**config.mk**
```make
export PLATFORM = sky130hd
export DESIGN_NAME = i2c_ctrl_slave_flat
export DESIGN_NICKNAME = d
export VERILOG_FILES = /design/src/rtl/i2c_ctrl_slave_if.sv /design/src/rtl/i2c_ctrl_slave.sv /design/src/flat_wrapper.sv
export SDC_FILE = /design/constraint.sdc
export NUM_CORES = 1
export LEC_CHECK = 0
export BUFFER_PORTS_ARGS = -buffer_cell sky130_fd_sc_hd__buf_2
export CORE_ASPECT_RATIO = 0.5
export CORE_UTILIZATION = 53
export DETAILED_ROUTE_END_ITERATION = 7
export PLACE_DENSITY = 0.75
export SKIP_LAST_GASP = 1
export SYNTH_ARGS = -nofsm -noshare
export SYNTH_HDL_FRONTEND = slang
export SYNTH_SLANG_ARGS = --single-unit
export TNS_END_PERCENT = 10
```
**constraint.sdc**
```tcl
create_clock -name clock -period 2.67 [get_ports clock]
set_input_delay 0.267 -clock clock [delete_from_list [all_inputs] [get_ports clock]]
set_output_delay 0.267 -clock clock [all_outputs]
set_load 0.03 [all_outputs]
```
**src/rtl/i2c_ctrl_slave_if.sv**
```systemverilog
// I2C pad levels plus the receiver control set exchanged with the i2c_ctrl_slave responder.
interface i2c_ctrl_slave_if;
  logic        scl_in;
  logic        sda_in;
  logic        sda_oe;
  logic        clip;
  logic [31:0] rx_freq;
  logic [7:0]  att;
  logic        rx_on;
  logic        bs_on;
  logic        upd;
  logic        busy;

  modport slave (
    input  scl_in, sda_in, clip,
    output sda_oe, rx_freq, att, rx_on, bs_on, upd, busy
  );

  modport master (
    output scl_in, sda_in, clip,
    input  sda_oe, rx_freq, att, rx_on, bs_on, upd, busy
  );
endinterface

```
**src/rtl/i2c_ctrl_slave.sv**
```systemverilog
// I2C responder exposing rx_freq/att/rx_on/bs_on plus firmware digits; rx_freq commits atomically
// at STOP or repeated START so the receiver never sees a half-written frequency.
module i2c_ctrl_slave #(
  parameter logic [6:0]  ADDR = 7'h2C,
  parameter int unsigned FILT = 3,
  parameter logic [7:0]  FW1  = "1",
  parameter logic [7:0]  FW2  = "5"
) (
  input logic             clock,
  input logic             reset,
  i2c_ctrl_slave_if.slave bus
);

  localparam int unsigned CW = (FILT > 1) ? $clog2(FILT) : 1;

  typedef enum logic [3:0] {
    S_IDLE, S_ADDR, S_ADDR_ACK, S_PTR, S_PTR_ACK,
    S_WDATA, S_WDATA_ACK, S_RDATA, S_RDATA_ACK
  } state_t;

  // index 0 = SCL, index 1 = SDA
  logic [1:0]    r_meta;
  logic [1:0]    r_sync;
  logic [1:0]    r_filt;
  logic [1:0]    r_filt_d;
  logic [CW-1:0] r_cnt [2];
  logic          r_armed;

  state_t      r_state;
  logic [3:0]  r_bits;
  logic [7:0]  r_sh;
  logic [2:0]  r_ptr;
  logic        r_rw;
  logic [31:0] r_shadow;
  logic        r_fdirty;
  logic [31:0] r_rx_freq;
  logic [7:0]  r_att;
  logic        r_rx_on;
  logic        r_bs_on;
  logic        r_upd;
  logic        r_busy;
  logic        r_sda_oe;

  logic       w_scl;
  logic       w_sda;
  logic       w_scl_rise;
  logic       w_scl_fall;
  logic       w_start;
  logic       w_stop;
  logic [2:0] w_ptr_nx;
  logic [7:0] w_regs [8];
  logic [7:0] w_rd_cur;
  logic [7:0] w_rd_nxt;

  // Synchronise, then accept a new level only after FILT consecutive agreeing samples
  always_ff @(posedge clock) begin
    if (reset) begin
      r_meta   <= '0;
      r_sync   <= '0;
      r_filt   <= '0;
      r_filt_d <= '0;
      r_armed  <= 1'b0;
      for (int i = 0; i < 2; i++) r_cnt[i] <= '0;
    end else begin
      r_meta   <= {bus.sda_in, bus.scl_in};
      r_sync   <= r_meta;
      r_filt_d <= r_filt;
      if (&r_filt) r_armed <= 1'b1;
      for (int i = 0; i < 2; i++) begin
        if (r_sync[i] == r_filt[i]) begin
          r_cnt[i] <= '0;
        end else if (r_cnt[i] == CW'(FILT - 1)) begin
          r_filt[i] <= r_sync[i];
          r_cnt[i]  <= '0;
        end else begin
          r_cnt[i] <= r_cnt[i] + CW'(1);
        end
      end
    end
  end

  // Bus events are masked until both lines have been seen idle-high after reset
  assign w_scl      = r_filt[0];
  assign w_sda      = r_filt[1];
  assign w_scl_rise = r_armed &  w_scl & ~r_filt_d[0];
  assign w_scl_fall = r_armed & ~w_scl &  r_filt_d[0];
  assign w_start    = r_armed & w_scl & r_filt_d[0] & ~w_sda &  r_filt_d[1];
  assign w_stop     = r_armed & w_scl & r_filt_d[0] &  w_sda & ~r_filt_d[1];
  assign w_ptr_nx   = r_ptr + 3'd1;

  always_comb begin
    w_regs[0] = r_rx_freq[7:0];
    w_regs[1] = r_rx_freq[15:8];
    w_regs[2] = r_rx_freq[23:16];
    w_regs[3] = r_rx_freq[31:24];
    w_regs[4] = r_att;
    w_regs[5] = {bus.clip, 5'b00000, r_bs_on, r_rx_on};
    w_regs[6] = FW1;
    w_regs[7] = FW2;
  end

  assign w_rd_cur = w_regs[r_ptr];
  assign w_rd_nxt = w_regs[w_ptr_nx];

  always_ff @(posedge clock) begin
    if (reset) begin
      r_state   <= S_IDLE;
      r_bits    <= '0;
      r_sh      <= '0;
      r_ptr     <= '0;
      r_rw      <= 1'b0;
      r_shadow  <= '0;
      r_fdirty  <= 1'b0;
      r_rx_freq <= '0;
      r_att     <= '0;
      r_rx_on   <= 1'b0;
      r_bs_on   <= 1'b0;
      r_upd     <= 1'b0;
      r_busy    <= 1'b0;
      r_sda_oe  <= 1'b0;
    end else begin
      r_upd <= 1'b0;
      if (w_start || w_stop) begin
        if (r_fdirty) begin
          r_rx_freq <= r_shadow;
          r_fdirty  <= 1'b0;
          r_upd     <= 1'b1;
        end
        r_sda_oe <= 1'b0;
        r_bits   <= '0;
        if (w_stop) begin
          r_state <= S_IDLE;
          r_busy  <= 1'b0;
        end else begin
          r_state <= S_ADDR;
        end
      end else if (w_scl_rise) begin
        case (r_state)
          S_ADDR, S_PTR, S_WDATA: begin
            if (r_bits != 4'd8) begin
              r_sh   <= {r_sh[6:0], w_sda};
              r_bits <= r_bits + 4'd1;
            end
          end
          S_RDATA_ACK: if (w_sda) r_state <= S_IDLE;
          default: ;
        endcase
      end else if (w_scl_fall) begin
        case (r_state)
          S_ADDR: begin
            if (r_bits == 4'd8) begin
              r_bits <= '0;
              if (r_sh[7:1] == ADDR) begin
                r_rw     <= r_sh[0];
                r_busy   <= 1'b1;
                r_sda_oe <= 1'b1;
                r_state  <= S_ADDR_ACK;
              end else begin
                r_busy  <= 1'b0;
                r_state <= S_IDLE;
              end
            end
          end
          S_ADDR_ACK: begin
            r_bits <= '0;
            if (r_rw) begin
              r_sh     <= w_rd_cur;
              r_sda_oe <= ~w_rd_cur[7];
              r_state  <= S_RDATA;
            end else begin
              r_sda_oe <= 1'b0;
              r_state  <= S_PTR;
            end
          end
          S_PTR: begin
            if (r_bits == 4'd8) begin
              r_ptr    <= r_sh[2:0];
              r_bits   <= '0;
              r_sda_oe <= 1'b1;
              r_state  <= S_PTR_ACK;
            end
          end
          S_PTR_ACK: begin
            r_sda_oe <= 1'b0;
            r_state  <= S_WDATA;
          end
          S_WDATA: begin
            if (r_bits == 4'd8) begin
              r_bits   <= '0;
              r_sda_oe <= 1'b1;
              r_state  <= S_WDATA_ACK;
              case (r_ptr)
                3'd0, 3'd1, 3'd2, 3'd3: begin
                  r_shadow[{r_ptr[1:0], 3'b000} +: 8] <= r_sh;
                  r_fdirty <= 1'b1;
                end
                3'd4: begin
                  r_att <= r_sh;
                  r_upd <= 1'b1;
                end
                3'd5: begin
                  r_rx_on <= r_sh[0];
                  r_bs_on <= r_sh[1];
                  r_upd   <= 1'b1;
                end
                default: ;
              endcase
            end
          end
          S_WDATA_ACK: begin
            r_sda_oe <= 1'b0;
            r_ptr    <= w_ptr_nx;
            r_state  <= S_WDATA;
          end
          S_RDATA: begin
            if (r_bits == 4'd7) begin
              r_sda_oe <= 1'b0;
              r_bits   <= '0;
              r_state  <= S_RDATA_ACK;
            end else begin
              r_sh     <= {r_sh[6:0], 1'b0};
              r_sda_oe <= ~r_sh[6];
              r_bits   <= r_bits + 4'd1;
            end
          end
          // Reached only after the master ACKed; a NACK already returned to IDLE on the rise
          S_RDATA_ACK: begin
            r_ptr    <= w_ptr_nx;
            r_sh     <= w_rd_nxt;
            r_sda_oe <= ~w_rd_nxt[7];
            r_bits   <= '0;
            r_state  <= S_RDATA;
          end
          default: ;
        endcase
      end
    end
  end

  assign bus.sda_oe  = r_sda_oe;
  assign bus.rx_freq = r_rx_freq;
  assign bus.att     = r_att;
  assign bus.rx_on   = r_rx_on;
  assign bus.bs_on   = r_bs_on;
  assign bus.upd     = r_upd;
  assign bus.busy    = r_busy;

endmodule

```
**src/flat_wrapper.sv**
```systemverilog
// flat-port wrapper written by rule: the top's interface ports become plain ports
module i2c_ctrl_slave_flat 
#(
  parameter logic [6:0]  ADDR = 7'h2C,
  parameter int unsigned FILT = 3,
  parameter logic [7:0]  FW1  = " ",
  parameter logic [7:0]  FW2  = " "
)
  (clock, reset, bus_scl_in, bus_sda_in, bus_clip, bus_sda_oe, bus_rx_freq, bus_att, bus_rx_on, bus_bs_on, bus_upd, bus_busy);
  i2c_ctrl_slave_if bus_i ();
  input logic clock;
  input logic reset;
  input wire logic [$bits(bus_i.scl_in)-1:0] bus_scl_in;
  input wire logic [$bits(bus_i.sda_in)-1:0] bus_sda_in;
  input wire logic [$bits(bus_i.clip)-1:0] bus_clip;
  output wire logic [$bits(bus_i.sda_oe)-1:0] bus_sda_oe;
  output wire logic [$bits(bus_i.rx_freq)-1:0] bus_rx_freq;
  output wire logic [$bits(bus_i.att)-1:0] bus_att;
  output wire logic [$bits(bus_i.rx_on)-1:0] bus_rx_on;
  output wire logic [$bits(bus_i.bs_on)-1:0] bus_bs_on;
  output wire logic [$bits(bus_i.upd)-1:0] bus_upd;
  output wire logic [$bits(bus_i.busy)-1:0] bus_busy;
  assign bus_i.scl_in = bus_scl_in;
  assign bus_i.sda_in = bus_sda_in;
  assign bus_i.clip = bus_clip;
  assign bus_sda_oe = bus_i.sda_oe;
  assign bus_rx_freq = bus_i.rx_freq;
  assign bus_att = bus_i.att;
  assign bus_rx_on = bus_i.rx_on;
  assign bus_bs_on = bus_i.bs_on;
  assign bus_upd = bus_i.upd;
  assign bus_busy = bus_i.busy;
  i2c_ctrl_slave #(.ADDR(ADDR), .FILT(FILT), .FW1(FW1), .FW2(FW2)) u_core (.clock(clock), .reset(reset), .bus(bus_i));
endmodule
```
Word-level counts from Yosys, hierarchy flattened:

Memories as Yosys holds them, arrays and structs flattened.
Index checks and enable logic that the tools add are counted.
W data, S select, Z words.

* $add $sub $neg: 5
* order comparisons: 2
* eq/ne operators: 40
* shift operators: 2
* mux-type cells: 86
* bitwise gates (word level): 28
* reductions and logical operators: 33

Operators by type and width (count)
* $mux W8: 10
* $mux W4: 15
* $bmux W8 S3: 2
* $mux W1: 44
* $bwmux W32: 1
* $shift A8 B7 Y32 const A: 1
* $shiftx A8 B7 Y32: 1
* $reduce_and A6 Y1: 5
* $pmux W4 S7: 1
* $pmux W8 S3: 1
* $eq A4 B3 Y1 const B: 5
* $reduce_and A5 Y1: 4
* $ne A4 B1 Y1 const B: 4
* $mux W2: 7
* $pmux W4 S3: 1
* $reduce_or A2 Y1: 6
* $not A1 Y1: 11
* $ne A2 B1 Y1 const B: 5
* $reduce_bool A2 Y1: 5
* $and A1 B1 Y1: 9
* $ne A9 B9 Y1 const B: 1
* $eq A4 B2 Y1 const B: 2
* $eq A4 B4 Y1 const B: 2
* $ge A4 B4 Y1 const B: 2
* other kinds (31): 51

* bits in registers: 107
* memory bits (writable): 4
* output and inout bits: 45
* word-level logic and storage cells: 217
* memories: 1

Memory list
* u_core.r_cnt: words 2, width 2, rd ports 2, clocked after memory_dff 0, wr ports 2, line i2c_ctrl_slave.sv:26 `logic [CW-1:0] r_cnt [2];`

Longest topological paths before layout:

Gate-level depths: netlist of run 1.

* depth after elaboration: 8
* gate-level depth with buffers: 11
* gate-level depth less buffers: 7

Worst setup path before layout of run 1:

OpenSTA, ideal clock, no wires.

* kind: reg-to-reg
* from: reg u_core.r_ptr[1]
* to: reg u_core.r_shadow[11]
* setup time: 0.057 ns
* arrival: 2.616 ns
* slack: -0.004 ns
* stages on the path, launching flop included: 10
* buffers on the path: 3
* clock period less this slack: 2.674 ns
* cell sequence: dfxtp_1 > buf_2 > buf_1 > inv_1 > ha_1 > buf_4 > clkinv_1 > nor3_1 > nor4bb_1 > a31o_2

* longest elaborated chain between the ends: 3
* elaborated cells between the ends (all ways): 10
* those cells by class: add/sub (1); eq/ne (3); shift (2); mux (1); reduce/logical (3)

Ends and longest elaborated chain
* from (decl): line i2c_ctrl_slave.sv:32 `logic [2:0] r_ptr;`
* from (signal assigned): line i2c_ctrl_slave.sv:177 `r_ptr <= r_sh[2:0];`
* from (signal assigned): line i2c_ctrl_slave.sv:212 `r_ptr <= w_ptr_nx;`
* from (signal assigned): line i2c_ctrl_slave.sv:228 `r_ptr <= w_ptr_nx;`
* $neg A5 Y7 (tied with other cells): line i2c_ctrl_slave.sv:194 `r_shadow[{r_ptr[1:0], 3'b000} +: 8] <= r_sh;`
* $shiftx A8 B7 Y32 (tied with other cells): line i2c_ctrl_slave.sv:194
* $bwmux W32 / $reduce_and A6 Y1 (equally long branches)
* to (signal, indexed assignment): line i2c_ctrl_slave.sv:194
* to (decl): line i2c_ctrl_slave.sv:34 `logic [31:0] r_shadow;`

Parallel ways exist; a longest one is shown, timed or not.
A chain may end at the register's enable or synchronous reset.

Worst setup path after layout of run 1:

* from: reg u_core.r_ptr[0]
* to: reg u_core.r_shadow[12]

The elaborated chain is that of the path after synthesis.

==> impl_metrics.json, run 1 <==
{
  "pwr-share-seq_pct": 53.9,
  "ys_seq_area_share_pct": 39.49,
  "finalSetupTns_ns": 0,
  "fill_cells": 937,
  "ctsHoldBuffers": 0,
  "drt-pass1-iter-count": 6,
  "p_sw_mw": 0.7090,
  "r2r-end": "u_core.r_shadow[12]",
  "via_per_inst": 6.081,
  "worstMarginPinSlew_ns": 0.7406,
  "synth_seq_cells": 111,
  "met3_length_microns": 1467,
  "max-vdd-ir-drop_v": 0.0003259,
  "grt_antenna_before_repair": 0,
  "critPathKind": "flip-flop to flip-flop",
  "cts_tree": "built",
  "multi_input_area_sq_um": 3171,
  "rsz0062_at_grt": "no",
  "start_util_pct": 55.37,
  "synthTopCellsByCount": "118 x nand2_1, 107 x dfxtp_1, 68 x a21oi_1, 44 x nor2_1, 37 x nand3_1",
  "cts_made_buffers": 9,
  "synth_top_cell_by_area": "dfxtp_1",
  "first_iter_violations": 424,
  "layout-drive-gt1-share_pct": 16.92,
  "die_w_microns": 149.0,
  "cts_root_buffer": "clkbuf_16",
  "max_freq_mhz": 410.3,
  "combPwrFrac_pct": 1.6,
  "dr_wl_met2_microns": 6952,
  "synth_edf_count": 4,
  "ant_nets": 0,
  "vias": 5236,
  "critPathLaunch": "u_core.r_ptr[0]",
  "period_minus_slack_ns": 2.437,
  "end_kind": "flip-flop",
  "outcome": "complete, no violations",
  "max_slew_margin_pct": 50.63,
  "finalHoldViolCount": 0,
  "regToRegSetupSlack_ns": 0.23,
  "cts_resized": 0,
  "syn-cell-area_sq_um": 5728,
  "intPower_mw": 2.396,
  "synthArstFlopShare_pct": 0,
  "grt_max_degree": 99,
  "topRoutingLayerUsed": "met4",
  "r2r_cells": 7,
  "cap_violations": 0,
  "place_area_sq_um": 6110,
  "row_count": 26,
  "sw_frac_of_total_pct": 22.84,
  "post_cts_buffers": 0,
  "worstReg2RegStart": "u_core.r_ptr[0]",
  "synth_most_common_cell": "nand2_1",
  "fin_area_sq_um": 6422,
  "routabilityCongestion": 0.9538,
  "routedWlPerCell_microns": 18.27,
  "globalRouteTotalUtil_pct": 28.76,
  "antennaDiodeCount": 0,
  "p_per_area_nw_per_um2": 483.4,
  "coreArea_sq_um": 10340,
  "wl_met1_microns": 7038,
  "synth.top_cell.area_share_pct": 37.40,
  "syn-instance-count": 677,
  "clk-insertion-delay-late_ns": 0.35,
  "grt_pass1_wl_microns": 24610,
  "cp-endpoint": "u_core.r_shadow[12]",
  "crit_required_ns": 2.94,
  "register_area_sq_um": 2262,
  "final_core_util_pct": 62.08,
  "p_leak_nw": 2.363,
  "holdWs_ns": 0.1197,
  "dieHeight_microns": 75.51,
  "drcViolationCount": 0,
  "dieArea_sq_um": 11250,
  "dp_hpwl_microns": 10930,
  "maxSlewViolCount": 0,
  "boundaryPins": 50,
  "cp_max_fo": 13,
  "clk_pin_slew_ns": 0.08,
  "synth.area.top_cells": "dfxtp_1 37%, nand2_1 7.7%, a21oi_1 5.9%",
  "min_period_over_period_pct": 91.29,
  "synth_top_flop_cell": "dfxtp_1",
  "routed_wl_microns": 15730,
  "htree_num_levels": 3,
  "clock_skew_ns": 0.008943,
  "clock_sinks": 111,
  "io_buffer_count": 49,
  "setup_viol": 0,
  "pwr-share-clk_pct": 44.5,
  "grt_pass1_vias": 4571,
  "critPathArrivalTime_ns": 2.70,
  "cts_buffer_depth": 2,
  "syn_avg_cell_area_sq_um": 8.461,
  "hold_path.startpoint": "bus_scl_in",
  "hp-class": "input pin to flip-flop",
  "overflow": 0,
  "start_kind": "flip-flop",
  "area_delta_synth_final_pct": 12.12,
  "synth_cell_type_count": 82,
  "layout.nets": 731,
  "ys_warn_count": 0
}
-- metal layers --
metal | up-vias | global-route usage (%)
met2 | 234 | 44.60
met5 | - | 0
li1 | 2494 | -
met3 | 26 | 5.389
met4 | 0 | 9.637
met1 | 2482 | 40.67
-- cell families (layout without fill, tap and decap cells) --
logic type	after synthesis	count (layout)	synth area share [%]
adders and majority gates	10	10	2.184
buffers and inverters	64	105	5.352
other	1	4	0.06547
muxes	39	39	8.235
DFF	111	111	39.49
and+or+nand+nor	278	278	24.88
xor gates and xnor gates	4	4	0.6117
AOI/OAI and AO/OA	170	170	19.18
-- state kept, by name, indices dropped and copies added (netlist names), 3 cells and up --
| register | cells |
|---|---|
| u_core.r_shadow | 32 |
| u_core.bus.att | 8 |
| u_core.r_bits | 4 |
| u_core.bus.rx_freq | 32 |
| u_core.r_sh | 8 |
| u_core.r_ptr | 3 |
| u_core.r_state | 4 |
| u_core.r_cnt | 4 |
-- cell type report --
class	instances	area share, %
multi-input combinational	505	49.37
tap	140	2.727
inverter	15	0.8767
timing repair buffer	74	6.936
clock buffer	10	3.896
sequential	111	35.22
clock inverter	6	0.9741
-- how the worst min path moves through the flow --
stage,cells past startpoint,endpoint
final,2,u_core.r_meta[0]
after floorplan,1,u_core.r_meta[0]
after global routing,2,u_core.r_meta[1]
after global placement,1,u_core.r_sync[0]
after detailed placement,1,u_core.r_sync[0]
after CTS,2,u_core.r_meta[0]
-- cell usage in the layout (no fill, tap or decap), types with 7 or more instances in the layout --
cell	n
nand2_1	118
dfxtp_1	107
a21oi_1	68
buf_2	49
nor2_1	44
nand3_1	37
mux2i_1	28
buf_4	24
o21ai_0	23
nor2b_1	17
inv_1	11
a211oi_1	10
ha_1	10
clkbuf_16	10
nand2b_1	9
a31oi_1	8
o21ai_1	7
-- power by group through the flow --
stage               combinational, mW  sequential (mW)  clock [mW]
floorplan                      0.0373             1.71           0
global placement               0.0489             1.71           0
detailed placement             0.0494             1.71           0
CTS                            0.0495             1.67        1.40
global route                   0.0552             1.67        1.46
finish                         0.0497             1.67        1.38
-- through the flow --
step | power (mW) | worst slack (ns) | cells
final | 3.105 | 0.2326 | 861
after global routing | 3.192 | 0.07060 | 861
after floorplan | 1.748 | -0.003693 | 680
after CTS | 3.122 | 0.2460 | 861
after global placement | 1.762 | 0.3489 | 845
after detailed placement | 1.762 | 0.2671 | 845
-- critical path, cell delays in order, from the launching register on --
cell      delay (ns)
dfxtp_1         0.46
inv_2           0.06
ha_1            0.58
clkinv_1        0.38
nor3_1          0.42
buf_4           0.22
nand2_1         0.06
o21ai_0         0.17
Note: power is estimated with default switching activity, not from simulation.
==> run 2, diff against run 1 <==
--- a/config.mk
+++ b/config.mk
@@ -6,7 +6,6 @@
 export NUM_CORES = 1
 export LEC_CHECK = 0
 export BUFFER_PORTS_ARGS = -buffer_cell sky130_fd_sc_hd__buf_2
-export CORE_ASPECT_RATIO = 0.5
 export CORE_UTILIZATION = 53
 export DETAILED_ROUTE_END_ITERATION = 7
 export PLACE_DENSITY = 0.75
==> run 2 against run 1 <==
  * Routed wire length rose by 3.6%
  * Cell count is 0.23% lower
  * Worst setup slack better by 0.089 ns
  * Clock skew is 0.0040 ns higher
  * Fmax rose by 3.8%
  * Clock power shrank 27%
  * Largest cell class unchanged
==> impl_metrics.json, run 2 (synthesized netlist as in run 1, its figures left out) <==
{
  "critPathKind": "flip-flop to flip-flop",
  "pwr-share-clk_pct": 37.0,
  "coreArea_sq_um": 10420,
  "first_iter_violations": 392,
  "max-vdd-ir-drop_v": 0.0004029,
  "ant_nets": 0,
  "boundaryPins": 50,
  "layout_common_cells": "118 x nand2_1, 107 x dfxtp_1, 68 x a21oi_1, 49 x buf_2, 44 x nor2_1",
  "cap_violations": 0,
  "finalHoldViolCount": 0,
  "globalRouteTotalUtil_pct": 30.05,
  "via_per_inst": 6.092,
  "cts_tree": "built",
  "routed_wl_microns": 16300,
  "r2r-end": "u_core.r_sh[6]",
  "vias": 5233,
  "grt_use_met3_pct": 5.395,
  "pwr-share-seq_pct": 61.1,
  "clock_skew_ns": 0.01296,
  "cts_made_buffers": 9,
  "dp_hpwl_microns": 11660,
  "grt_antenna_before_repair": 0,
  "overflow": 0,
  "setup_viol": 0,
  "layout-drive-gt1-share_pct": 17.15,
  "dieArea_sq_um": 11230,
  "worstHoldEndpoint": "u_core.r_meta[1]",
  "start_util_pct": 54.99,
  "whs_path_depth": 2,
  "fin_area_sq_um": 6301,
  "clk-insertion-delay-late_ns": 0.40,
  "met2_usage_pct": 46.69,
  "cts_root_buffer": "clkbuf_8",
  "register_area_sq_um": 2262,
  "area_delta_synth_final_pct": 10.00,
  "grt_max_degree": 56,
  "clk_pin_slew_ns": 0.12,
  "outcome": "complete, no violations",
  "routedWlPerCell_microns": 18.97,
  "crit_required_ns": 2.93,
  "post_cts_buffers": 0,
  "crit_path_cell_trace": "nor2b_1 -> nand4_1 -> a221oi_4 -> buf_4 -> o31a_1 -> a211oi_1",
  "r2r_cells": 6,
  "p_per_area_nw_per_um2": 434.8,
  "period_minus_slack_ns": 2.349,
  "io_buffer_count": 49,
  "ctsHoldBuffers": 0,
  "maxSlewViolCount": 0,
  "cts_buffer_depth": 2,
  "grt_pass1_vias": 4818,
  "intPower_mw": 2.052,
  "antennaDiodeCount": 0,
  "layout.nets": 733,
  "drt-pass1-iter-count": 5,
  "grt_pass1_wl_microns": 25990,
  "critPathArrivalTime_ns": 2.61,
  "cpPeakStageDelay_ns": 0.78,
  "fin_cells": 859,
  "rsz0062_at_grt": "no",
  "fill_cells": 949,
  "htree_num_levels": 3,
  "cp_max_fo": 18,
  "row_count": 37,
  "clock_sinks": 111,
  "hp-class": "input pin to flip-flop",
  "max_slew_margin_pct": 54.81,
  "max_freq_mhz": 425.8,
  "start_kind": "flip-flop",
  "layout_commonest_cell": "nand2_1",
  "dp_cells": 843,
  "combPwrFrac_pct": 1.8,
  "place_area_sq_um": 6107,
  "top_usage_layer": "met2",
  "routabilityCongestion": 0.9196,
  "worstReg2RegStart": "u_core.r_state[0]",
  "hold_path.startpoint": "bus_sda_in",
  "use_met1_pct": 40.46,
  "p_sw_mw": 0.6876,
  "min_period_over_period_pct": 87.97,
  "drcViolationCount": 0,
  "end_kind": "flip-flop",
  "crit_slowest_cell": "dfxtp_1",
  "dieHeight_microns": 106.0,
  "p_leak_nw": 2.322,
  "cp_num_buf_inv": 1,
  "path_delay_family": "flip-flops",
  "cts_resized": 0,
  "die_w_microns": 106.0,
  "multi_input_area_sq_um": 3171,
  "sw_frac_of_total_pct": 25.10,
  "worstMarginPinSlew_ns": 0.6769,
  "p_total_mw": 2.739,
  "regToRegSetupSlack_ns": 0.32
}
run 2: cell count changes in the layout (fill, tap and decap cells not counted), moves of 2 or more:
cell / previous run / this run
inv_6: 0 / 3
buf_4: 24 / 27
clkinvlp_4: 2 / 0
clkbuf_16: 10 / 0
clkbuf_8: 0 / 9
run 2: metal layers:
layer | up-vias | share of wire [%]
met5 | - | 0
met4 | 0 | 4.0
met3 | 45 | 6.8
met2 | 230 | 46
met1 | 2470 | 43
li1 | 2488 | -
run 2: worst max path at each step:
stage,from,endpoint,slack (ns),cells after the start
after floorplan,u_core.r_ptr[1],u_core.r_shadow[11],-0.004,9
after global placement,u_core.r_state[0],u_core.r_sh[6],0.44,6
after detailed placement,u_core.r_state[0],u_core.r_sh[1],0.40,6
after CTS,u_core.r_state[0],u_core.r_sh[1],0.36,6
after global routing,u_core.r_ptr[0],u_core.r_shadow[19],0.1,8
final,u_core.r_state[0],u_core.r_sh[6],0.32,6
run 2: layout make-up:
type | count | area share [%]
multi-input combinational | 505 | 50.32
sequential | 111 | 35.90
timing repair buffer | 76 | 7.109
tap | 136 | 2.701
clock buffer | 9 | 1.966
clock inverter | 7 | 1.112
inverter | 15 | 0.8936
run 2: power groups by stage:
| stage | sequential, mW | combinational, mW | clock [mW] |
|---|---|---|---|
| after floorplan | 1.71 | 0.0373 | 0 |
| after global placement | 1.71 | 0.0482 | 0 |
| after detailed placement | 1.71 | 0.0488 | 0 |
| after CTS | 1.68 | 0.0492 | 1.04 |
| after global routing | 1.68 | 0.0550 | 1.10 |
| final | 1.67 | 0.0501 | 1.01 |
run 2: through the flow:
stage | hold WS (ns) | utilization (%) | setup WS [ns] | setup TNS [ns]
floorplan | 0.3952 | - | -0.003693 | -0.003693
global placement | 0.4301 | 58.63 | 0.4407 | 0
detailed placement | 0.4270 | 58.63 | 0.4004 | 0
CTS | 0.07990 | 60.49 | 0.3611 | 0
global route | 0.07265 | 60.49 | 0.09904 | 0
finish | 0.08728 | 60.49 | 0.3213 | 0
==> run 3, diff against run 2 <==
--- a/config.mk
+++ b/config.mk
@@ -6,6 +6,7 @@
 export NUM_CORES = 1
 export LEC_CHECK = 0
 export BUFFER_PORTS_ARGS = -buffer_cell sky130_fd_sc_hd__buf_2
+export CORE_ASPECT_RATIO = 0.6
 export CORE_UTILIZATION = 53
 export DETAILED_ROUTE_END_ITERATION = 7
 export PLACE_DENSITY = 0.75
@@ -13,4 +14,3 @@
 export SYNTH_ARGS = -nofsm -noshare
 export SYNTH_HDL_FRONTEND = slang
 export SYNTH_SLANG_ARGS = --single-unit
-export TNS_END_PERCENT = 10
==> run 3 against run 2 <==
  * Worst hold slack gained 0.040 ns
  * Via count grew 2.5%
  * Worst setup slack lost 0.097 ns
  * Clock power grew 36%
  * Total power grew 13%
  * Critical path type unchanged
  * Critical endpoint is now u_core.r_shadow[11]
  * Largest power group unchanged
==> impl_metrics.json, run 3 (synthesized netlist as in run 1, its figures left out) <==
{
  "drcViolationCount": 0,
  "worstReg2RegStart": "u_core.r_ptr[1]",
  "worstHoldEndpoint": "u_core.r_meta[1]",
  "start_kind": "flip-flop",
  "htree_num_levels": 3,
  "p_per_area_nw_per_um2": 484.4,
  "antennaDiodeCount": 0,
  "layout.nets": 729,
  "max_freq_mhz": 408.9,
  "place_ws_ns": 0.2853,
  "finalSetupTns_ns": 0,
  "cts_root_buffer": "clkbuf_16",
  "setup_viol": 0,
  "outcome": "complete, no violations",
  "cts_made_buffers": 9,
  "fin_area_sq_um": 6377,
  "clock_sinks": 111,
  "crit_required_ns": 2.97,
  "r2r_cells": 7,
  "row_count": 28,
  "via_per_inst": 6.280,
  "coreArea_sq_um": 10160,
  "grt_max_degree": 59,
  "critPathKind": "flip-flop to flip-flop",
  "period_minus_slack_ns": 2.446,
  "cp_max_fo": 16,
  "ctsHoldBuffers": 0,
  "clk-insertion-delay-late_ns": 0.35,
  "cp_num_buf_inv": 3,
  "start_util_pct": 56.38,
  "place_area_sq_um": 6078,
  "whs_path_depth": 2,
  "cts_tree": "built",
  "path_delay_family": "buffers and inverters",
  "layout_commonest_cell": "nand2_1",
  "dp_hpwl_microns": 12280,
  "cts_buffer_depth": 2,
  "worstMarginPinSlew_ns": 0.8386,
  "vias": 5363,
  "globalRouteTotalUtil_pct": 31.71,
  "overflow": 0,
  "max_slew_margin_pct": 43.66,
  "layout-drive-gt1-share_pct": 16.55,
  "fill_cells": 899,
  "routed_wl_microns": 17040,
  "max-vdd-ir-drop_v": 0.0003550,
  "boundaryPins": 50,
  "dieHeight_microns": 82.53,
  "rsz0062_at_grt": "no",
  "routabilityCongestion": 0.9521,
  "p_leak_nw": 2.340,
  "min_period_over_period_pct": 91.60,
  "drt-pass1-iter-count": 5,
  "cap_violations": 0,
  "maxSlewViolCount": 0,
  "critPathArrivalTime_ns": 2.74,
  "die_w_microns": 136.2,
  "layout_common_cells": "118 x nand2_1, 107 x dfxtp_1, 68 x a21oi_1, 48 x buf_2, 44 x nor2_1",
  "r2r-end": "u_core.r_shadow[11]",
  "clock_skew_ns": 0.005125,
  "ant_nets": 0,
  "crit_slowest_cell": "ha_1",
  "post_cts_buffers": 0,
  "hp-class": "input pin to flip-flop",
  "clk_pin_slew_ns": 0.07,
  "final_core_util_pct": 62.77,
  "grt_pass1_vias": 4811,
  "cpPeakStageDelay_ns": 0.65,
  "hold_path.startpoint": "bus_sda_in",
  "area_delta_synth_final_pct": 11.34,
  "grt_pass1_wl_microns": 26590,
  "regToRegSetupSlack_ns": 0.22,
  "end_kind": "flip-flop",
  "io_buffer_count": 49,
  "routedWlPerCell_microns": 19.95,
  "dieArea_sq_um": 11240,
  "setup_ws_ns": 0.2243,
  "crit_path_cell_trace": "inv_1 -> ha_1 -> clkinv_1 -> nor3_1 -> buf_4 -> nor4bb_1 -> a31o_2",
  "first_iter_violations": 574,
  "grt_antenna_before_repair": 0,
  "finalHoldViolCount": 0,
  "cts_resized": 0
}
-- run 3: cell count changes in the layout (fill, tap and decap cells not counted), sizes merged --
cell and change:
buf -4, inv -4, clkinvlp +2, bufinv +1, clkbuf +1
-- run 3: worst reg2reg max path: cells and delay by family, from the launching register on --
kind                       cells  cell delay, ns
and+or+nand+nor                2            0.55
adders and majority gates      1            0.65
buffers and inverters          3            0.68
AOI/OAI and AO/OA              1            0.14
DFF                            1            0.37
-- run 3: how the worst max path moves through the flow --
stage	from	cells after the start	endpoint	slack, ns
final	u_core.r_ptr[1]	7	u_core.r_shadow[11]	0.22
after floorplan	u_core.r_ptr[1]	9	u_core.r_shadow[11]	-0.004
after global routing	u_core.r_ptr[1]	8	u_core.r_shadow[16]	0.03
after CTS	u_core.r_ptr[1]	7	u_core.r_shadow[11]	0.27
after global placement	u_core.r_ptr[1]	8	u_core.r_shadow[16]	0.39
after detailed placement	u_core.r_ptr[1]	7	u_core.r_shadow[11]	0.29
-- run 3: stage by stage --
step           power [mW]  hold WS (ns)  cells
2_1_floorplan       1.748        0.3952    680
3_3_place_gp        1.759        0.4302    838
3_5_place_dp        1.761        0.4267    838
4_1_cts             3.103        0.1210    854
5_1_grt             3.187        0.1284    854
6_report            3.089        0.1270    854
-- run 3: power breakdown --
part / switching (mW) / internal, mW
clock network: 0.631 / 0.735
logic: 0.0378 / 0.0112
registers: 0.00365 / 1.67
-- run 3: area by class of cell --
type | instances | area, sq um | share of cell area, %
Sequential cell | 111 | 2262 | 35.47
Clock buffer | 10 | 229.0 | 3.590
Multi-Input combinational cell | 505 | 3171 | 49.72
Tap cell | 135 | 168.9 | 2.649
Timing Repair Buffer | 72 | 420.4 | 6.592
Clock inverter | 6 | 70.07 | 1.099
Inverter | 15 | 56.30 | 0.8829
-- run 3: metal layers --
layer	track usage (%)	vias up	routed length, microns
met2	44.97	241	6869
met3	8.059	35	1663
met1	46.10	2607	8111
li1	-	2478	-
met4	9.778	2	344
met5	3.704	-	49
